--- config.mk ---
export PLATFORM = sky130hd
export DESIGN_NAME = pipe_chain
export DESIGN_NICKNAME = d
export VERILOG_FILES = /design/src/rtl/pipe_pkg.sv /design/src/rtl/pipe_stage.sv /design/src/rtl/pipe_chain.sv
export SDC_FILE = /design/constraint.sdc
export NUM_CORES = 1
export LEC_CHECK = 0
export CAP_MARGIN = 20
export CORE_UTILIZATION = 45
export CTS_CLUSTER_SIZE = 16
export DETAILED_ROUTE_END_ITERATION = 10
export PLACE_DENSITY = 0.76
export SLEW_MARGIN = 10
export SYNTH_ARGS = -nofsm -noshare
export SYNTH_HDL_FRONTEND = slang
export SYNTH_SLANG_ARGS = --single-unit
--- constraint.sdc ---
create_clock -name clk -period 2.52 [get_ports clk]
set_input_delay 0.504 -clock clk [delete_from_list [all_inputs] [get_ports clk]]
set_output_delay 0.504 -clock clk [all_outputs]
set_load 0.005 [all_outputs]
--- src/rtl/pipe_pkg.sv ---
// Shared constants and helpers for the stage pipeline: the default bubble/NOP
// word and the width helper used to size the occupancy count.
package pipe_pkg;

  // Default NOP fill; narrower pipelines take the low WIDTH bits.
  localparam logic [63:0] PIPE_NOP_DEFAULT = 64'h0;

  // Bits needed to count 0..depth valid stages.
  function automatic int occ_width(input int depth);
    return $clog2(depth + 1);
  endfunction

endpackage

--- src/rtl/pipe_stage.sv ---
// One pipeline stage: a WIDTH-bit data register plus valid bit.
// Update priority is flush, then hold, then bubble, then load.
module pipe_stage
  import pipe_pkg::*;
#(
  parameter int               WIDTH = 16,
  parameter logic [WIDTH-1:0] NOP   = WIDTH'(PIPE_NOP_DEFAULT)
) (
  input  logic             clk,
  input  logic             rst_n,
  input  logic             hold_i,
  input  logic             bubble_i,
  input  logic             flush_i,
  input  logic [WIDTH-1:0] data_i,
  input  logic             valid_i,
  output logic [WIDTH-1:0] data_o,
  output logic             valid_o
);

  logic [WIDTH-1:0] data_q;
  logic [WIDTH-1:0] data_d;
  logic             valid_q;
  logic             valid_d;

  // Next-state selection by update priority.
  always_comb begin
    data_d  = data_q;
    valid_d = valid_q;
    if (flush_i) begin
      data_d  = NOP;
      valid_d = 1'b0;
    end else if (hold_i) begin
      data_d  = data_q;
      valid_d = valid_q;
    end else if (bubble_i) begin
      data_d  = NOP;
      valid_d = 1'b0;
    end else begin
      data_d  = data_i;
      valid_d = valid_i;
    end
  end

  // Stage register with synchronous active-low reset.
  always_ff @(posedge clk) begin
    if (!rst_n) begin
      data_q  <= NOP;
      valid_q <= 1'b0;
    end else begin
      data_q  <= data_d;
      valid_q <= valid_d;
    end
  end

  assign data_o  = data_q;
  assign valid_o = valid_q;

endmodule

--- src/rtl/pipe_chain.sv ---
// Linear chain of DEPTH stages with per-stage stall/flush, forwarding taps,
// an occupancy count and a saturating bubble-insert counter.
module pipe_chain
  import pipe_pkg::*;
#(
  parameter int               WIDTH = 16,
  parameter int               DEPTH = 4,
  parameter logic [WIDTH-1:0] NOP   = WIDTH'(PIPE_NOP_DEFAULT),
  localparam int              OCC_W = occ_width(DEPTH)
) (
  input  logic                   clk,
  input  logic                   rst_n,
  input  logic [WIDTH-1:0]       in_data,
  input  logic                   in_valid,
  input  logic [DEPTH-1:0]       stall,
  input  logic [DEPTH-1:0]       flush,
  output logic                   in_ready,
  output logic [DEPTH*WIDTH-1:0] stage_data,
  output logic [DEPTH-1:0]       stage_valid,
  output logic [OCC_W-1:0]       occupancy,
  output logic [15:0]            bubble_cnt
);

  logic [DEPTH-1:0] hold_s;
  logic [WIDTH-1:0] data_s [DEPTH];
  logic [DEPTH-1:0] valid_s;
  logic             bubble_any_s;
  logic [OCC_W-1:0] occ_s;
  logic [15:0]      bubble_cnt_q;
  logic [15:0]      bubble_cnt_d;

  // A stall anywhere downstream freezes this stage too.
  always_comb begin
    hold_s = {DEPTH{1'b0}};
    for (int k = 0; k < DEPTH; k++) begin
      hold_s[k] = |(stall >> k);
    end
  end

  assign in_ready = ~hold_s[0] & ~flush[0];

  for (genvar k = 0; k < DEPTH; k++) begin : g_stage
    logic [WIDTH-1:0] up_data_s;
    logic             up_valid_s;
    logic             bubble_s;

    if (k == 0) begin : g_head
      assign up_data_s  = in_data;
      assign up_valid_s = in_valid;
      assign bubble_s   = 1'b0;
    end else begin : g_body
      assign up_data_s  = data_s[k-1];
      assign up_valid_s = valid_s[k-1];
      assign bubble_s   = hold_s[k-1];
    end

    pipe_stage #(
      .WIDTH (WIDTH),
      .NOP   (NOP)
    ) u_stage (
      .clk      (clk),
      .rst_n    (rst_n),
      .hold_i   (hold_s[k]),
      .bubble_i (bubble_s),
      .flush_i  (flush[k]),
      .data_i   (up_data_s),
      .valid_i  (up_valid_s),
      .data_o   (data_s[k]),
      .valid_o  (valid_s[k])
    );

    assign stage_data[k*WIDTH +: WIDTH] = data_s[k];
  end

  assign stage_valid = valid_s;

  // Popcount of the registered valid bits.
  always_comb begin
    occ_s = {OCC_W{1'b0}};
    for (int k = 0; k < DEPTH; k++) begin
      occ_s = occ_s + OCC_W'(valid_s[k]);
    end
  end

  assign occupancy = occ_s;

  // A bubble is taken where a stage runs free but its upstream neighbour holds.
  always_comb begin
    bubble_any_s = 1'b0;
    for (int k = 1; k < DEPTH; k++) begin
      if (!flush[k] && !hold_s[k] && hold_s[k-1]) begin
        bubble_any_s = 1'b1;
      end else begin
        bubble_any_s = bubble_any_s;
      end
    end
  end

  // Saturating increment of the bubble counter.
  always_comb begin
    bubble_cnt_d = bubble_cnt_q;
    if (bubble_any_s && (bubble_cnt_q != 16'hFFFF)) begin
      bubble_cnt_d = bubble_cnt_q + 16'd1;
    end else begin
      bubble_cnt_d = bubble_cnt_q;
    end
  end

  // Bubble counter register.
  always_ff @(posedge clk) begin
    if (!rst_n) begin
      bubble_cnt_q <= 16'd0;
    end else begin
      bubble_cnt_q <= bubble_cnt_d;
    end
  end

  assign bubble_cnt = bubble_cnt_q;

endmodule

# After elaboration in Yosys (flattened, before gate mapping)
# Cells that the tools add are included.
# word_totals
wordCells	47
output_inout_bits	88
in_bits	27
regBits	84
# op_classes
n_bitwise	4
n_eq_ne	1
muxes	9
n_reduce_logical	20
addsub	4
# op_table
op	count
two-way mux 16 bit	3
adder 16 x 1 -> 16 bit (second input constant)	1
!= test 16 bit (second input constant)	1
OR reduction 2 bit	5
logical AND 1 bit	7
logical NOT 1 bit	6
two-way mux 1 bit	6
OR reduction 4 bit	1
adder 2 x 1 -> 3 bit	1
adder 3 x 1 -> 3 bit	1
inverter 1 bit	3
OR reduction 3 bit	1
adder 1 x 1 -> 2 bit	1
AND 1 bit	1

# Longest topological paths before layout
# logic_depth
ltp_word	8
depth_mapped	8
mapped_depth_nobuf	6

# Hierarchy
# A second synthesis with hierarchy kept.
# hier_totals
cells_unflattened	412
hier_area_um2	3802.4
# modules_own_cells
module	cells_each	area_per_inst_um2	seq_area_each_um2	instances
pipe_stage	75	685.7	340.3	4
pipe_chain	112	1059.8	320.3	1

# Worst setup path after synthesis
# Ideal clock, no wire load.
# synth_timing
path_kind	input-to-reg
from	input port stall[3]
to	register bubble_cnt_q[14] (netlist: bubble_cnt[14])
setup_time_ns	0.070
t_arrival_ns	2.206
t_required_ns	2.450
slack_ns	0.243
path_buffers	1
path_stages	6
cell_sequence	or3_1 -> buf_2 -> o311a_4 -> or3b_4 -> or3_1 -> a21oi_1
# synth_via
elab_chain_cells	8
elab_cells_between_ends	16
classes_between	mux (3); reduce/logical (13)
# synth_rtl
item	line	source
from (decl)	pipe_chain.sv:15	input logic [DEPTH-1:0] stall,
OR reduction 3 bit	pipe_chain.sv:36	hold_s[k] = |(stall >> k);
logical NOT 1 bit	pipe_chain.sv:91	if (!flush[k] && !hold_s[k] && hold_s[k-1]) begin
logical AND 1 bit (2 in series)	pipe_chain.sv:91	
two-way mux 1 bit (2 in series)	pipe_chain.sv:91	
two-way mux 1 bit *	pipe_chain.sv:91	
logical AND 1 bit *	pipe_chain.sv:102	if (bubble_any_s && (bubble_cnt_q != 16'hFFFF)) begin
to (signal assigned)	pipe_chain.sv:114	bubble_cnt_q <= bubble_cnt_d;
to (decl)	pipe_chain.sv:29	logic [15:0] bubble_cnt_q;
# Every way passes the cells marked *; elsewhere a longest branch is shown, timed or not.
# A chain may end at the register's enable or synchronous reset.

# Final worst setup path
# layout_timing
from	input port stall[1]
to	register bubble_cnt_q[11] (netlist: bubble_cnt[11])
# layout_via
elab_chain_cells	8
elab_cells_between_ends	10
classes_between	mux (3); reduce/logical (7)
# layout_rtl
item	line
OR reduction 3 bit	pipe_chain.sv:36
logical NOT 1 bit	pipe_chain.sv:91
logical AND 1 bit (2 in series)	pipe_chain.sv:91
two-way mux 1 bit	pipe_chain.sv:91
two-way mux 1 bit * (2 in series)	pipe_chain.sv:91
logical AND 1 bit *	pipe_chain.sv:102
# Marked as above.

==> results.md <==
* CP endpoint kind: flip-flop
* Pwr Density at 506.6 mW/mm^2
* Placeable Area at 0.007253 sq mm
* Routed length per placed instance at 14.41 um
* Share of cells above drive strength 1 at 9.808%
* Hold depth at 2
* # clock sinks at 84
* Setup violations, final at 0
* Final Cell Area at 0.004897 sq mm
* Worst setup path start: stall[1]
* GRT Overall Usage at 23.58%
* WHS at 0.4754 ns
* CP Class: in -> reg
* Distinct cells, synth at 39
* Flip-flop and latch count after synthesis at 84
* ANT cells at 0
* Synth top area share at 49.65%
* Max Slew Vio Count at 0
* Slew headroom at 56.02%
* Antenna violations before repair at 0
* Final Hold Fails at 0
* Pre-antenna DRT Iters at 4
* Number of enable flip-flop cells after synthesis at 0
* Worst r2r dst: bubble_cnt[11]
* CP max-delay cell: or4_1
* Status: completed
* Most frequent cells after synthesis: dfxtp_1, nand2_1, a21oi_1
* Inserted Clock Buffers at 9
* Sequential element share of the synthesized area at 49.65%
* Placed cell count at 600
* Met2 WL at 4.273 mm
* Fin cells at 619
* I/O Buffers at 114
* Pin count of the biggest net entering global routing at 36
* PnR Total Power at 2.481 mW
* Clock Skews at 0.01147 ns
* H-tree lvl count at 3
* Leak pwr at 1.657 nW
* RR Startpoint: bubble_cnt[0]
* Drt total wl at 8.917 mm
* Root Driver: clkbuf_8
* Fillers at 640
* 1st-iter DRT viols at 99
* YS warnings at 0
* Area Growth Syn to Fin at 44.59%
* Vias at 3196
* Flop2flop setup slack at 0.52 ns
* Syn nets at 432
* Nets at 546
* Slew @ Worst Pin at 0.6597 ns
* Die ar. at 0.007877 sq mm
* Die Wd at 88.76 um
* Ports at 115
* Count leader, synth: dfxtp_1
* Top Metal Used: met4
* Clk Latency, worst-skew pair at 0.35 ns
* Largest area contributor in the netlist: dfxtp_1
* First-pass GRT wire length at 14.30 mm
* Met3 Routed Length at 446 um
* FP Rows at 31
* Clock buffer depth at 2
* Mapped Cells at 401
* Via density at 5.163
* Avg Cell Area, Syn at 8.446 sq um
* Crit path depth at 7
* Post-route DRC violation count at 0
* Crit Path Max Fanout at 15
* M1 wire length at 4.043 mm
* Hpwl dp at 6.451 mm
* Final worst-path cycle share at 98.23%
* CTS tree: built
* Bufs and invs on worst path at 2
* CP top delay family: simple AND/OR/NAND/NOR gates
* Required time worst endpoint at 2.81 ns
* Grt ovf at 0
* Asr flop ratio synth at 0%
* Worst-case reg-to-reg path depth at 6
* TNS Setup at 0 ns
* Max_cap viols at 0
* Dominant synthesized flop cell: dfxtp_1
* Post-Place Cell Area at 0.004657 sq mm
* Worst-path clk slew at 0.09 ns
* Vias in the first global route at 2939
* Startpoint types: input pin
* Synthesized area at 0.003387 sq mm
* F_max at 404.0 MHz
* Setup crit end: bubble_cnt[11]
* WP data arrival at 2.76 ns
* Routability Congestion at 0.8662
* Crit-path cells: clkdlybuf4s50_1 -> or3_4 -> buf_4 -> o311a_4 -> a21o_2 -> or4_1 -> a21oi_1
* Peak supply drop at 0.2720 mV
* Die H at 88.76 um
* Initial Utilization at 46.70%
* Critical Path Max Stage Delay at 0.49 ns
* Crit path time final at 2.476 ns
* Worst Hold Class: reg -> reg
* Detail Route Antenna Nets at 0
* Area contributors post-synth: dfxtp_1, a21oi_1, nand2_1
==> logic make-up (layout without fill, tap and decap cells) <==
| group | after synthesis | in the layout | share of synthesized area, % |
|---|---|---|---|
| AND/OR/NAND/NOR | 175 | 175 | 26.19 |
| AO/OA/AOI/OAI | 91 | 91 | 15.92 |
| flip-flops | 84 | 84 | 49.65 |
| buffers and inverters | 42 | 161 | 5.135 |
| adder cells (fa/ha/maj) | 4 | 4 | 1.699 |
| multiplexers | 3 | 3 | 0.8866 |
| XOR/XNOR | 2 | 2 | 0.5173 |
==> cell usage in the layout, fill, tap and decap left out, types with 2 or more instances in the layout <==
master | Yosys | layout
clkdlybuf4s50_1 | 0 | 109
dfxtp_1 | 84 | 82
nand2_1 | 64 | 64
a21oi_1 | 58 | 58
nor2_1 | 40 | 39
buf_4 | 4 | 22
a22oi_1 | 17 | 17
nand3b_1 | 16 | 16
nor3b_1 | 16 | 16
clkbuf_8 | 0 | 9
inv_1 | 9 | 8
nand2b_1 | 7 | 6
nand3_1 | 6 | 6
o21ai_0 | 6 | 6
or3_1 | 6 | 5
or4_1 | 5 | 5
dlygate4sd2_1 | 0 | 4
and3_1 | 3 | 3
o31ai_1 | 3 | 3
mux2i_1 | 3 | 3
ha_1 | 3 | 3
inv_6 | 0 | 3
and4_1 | 2 | 2
and2_1 | 2 | 2
nor3_1 | 2 | 2
o211ai_1 | 2 | 2
dfxtp_2 | 0 | 2
==> worst reg2reg max path, cell delays in order (launching register included) <==
cell     delay, ns
dfxtp_1       0.35
ha_1          0.26
and2_1        0.18
and4_1        0.19
a21o_2        0.31
or4_1         0.49
a21oi_1       0.16
==> sequential cells by signal, summed over array words and instances (netlist names) <==
signal and cells:
bubble_cnt 16, g_stage.u_stage.data_o 64, g_stage.u_stage.valid_o 4
==> how the worst min path moves through the flow <==
stage	start	to
floorplan	g_stage[0].u_stage.valid_o	g_stage[0].u_stage.valid_o
global placement	g_stage[0].u_stage.data_o[5]	g_stage[0].u_stage.data_o[5]
detailed placement	g_stage[0].u_stage.data_o[5]	g_stage[0].u_stage.data_o[5]
CTS	g_stage[0].u_stage.data_o[5]	g_stage[0].u_stage.data_o[5]
global route	g_stage[2].u_stage.data_o[9]	g_stage[2].u_stage.data_o[9]
finish	g_stage[0].u_stage.data_o[5]	g_stage[0].u_stage.data_o[5]
==> layer usage <==
layer	vias up	global-route usage (%)
met5	-	0
met4	0	9.238
met3	11	3.825
met2	97	37.90
met1	1483	31.78
li1	1605	-
==> layout make-up <==
class / instances / area (sq um) / area share (%)
clock buffer: 9 / 123.9 / 2.529
clock inverter: 7 / 81.33 / 1.661
inverter: 9 / 33.78 / 0.6898
multi-input combinational: 275 / 1554 / 31.73
sequential: 84 / 1684 / 34.39
tap: 99 / 123.9 / 2.529
timing repair buffer: 136 / 1296 / 26.47
==> report_power, final <==
| part | internal (mW) | total [mW] | switching, mW |
|---|---|---|---|
| Clock | 0.475 | 0.983 | 0.508 |
| Sequential | 1.33 | 1.34 | 0.00456 |
| Combinational | 0.0773 | 0.162 | 0.0851 |
==> per-stage QoR <==
step | utilization (%) | setup slack, ns
floorplan | - | 0.2431
global placement | 64.21 | -0.1982
detailed placement | 64.21 | -0.2636
CTS | 67.36 | 0.01175
global route | 67.52 | -0.005050
finish | 67.52 | 0.04448
==> what timing repair did <==
| item | 4_1_cts | 5_1_grt |
|---|---|---|
| endpoints found under the setup margin | 4 | 5 |
| hold buffers | 0 | 0 |
| buffers inserted | 2 | 1 |
| gates resized for setup | 10 | 4 |
| pin swaps | 1 | 0 |
Note: power is estimated with default switching activity, not from simulation.
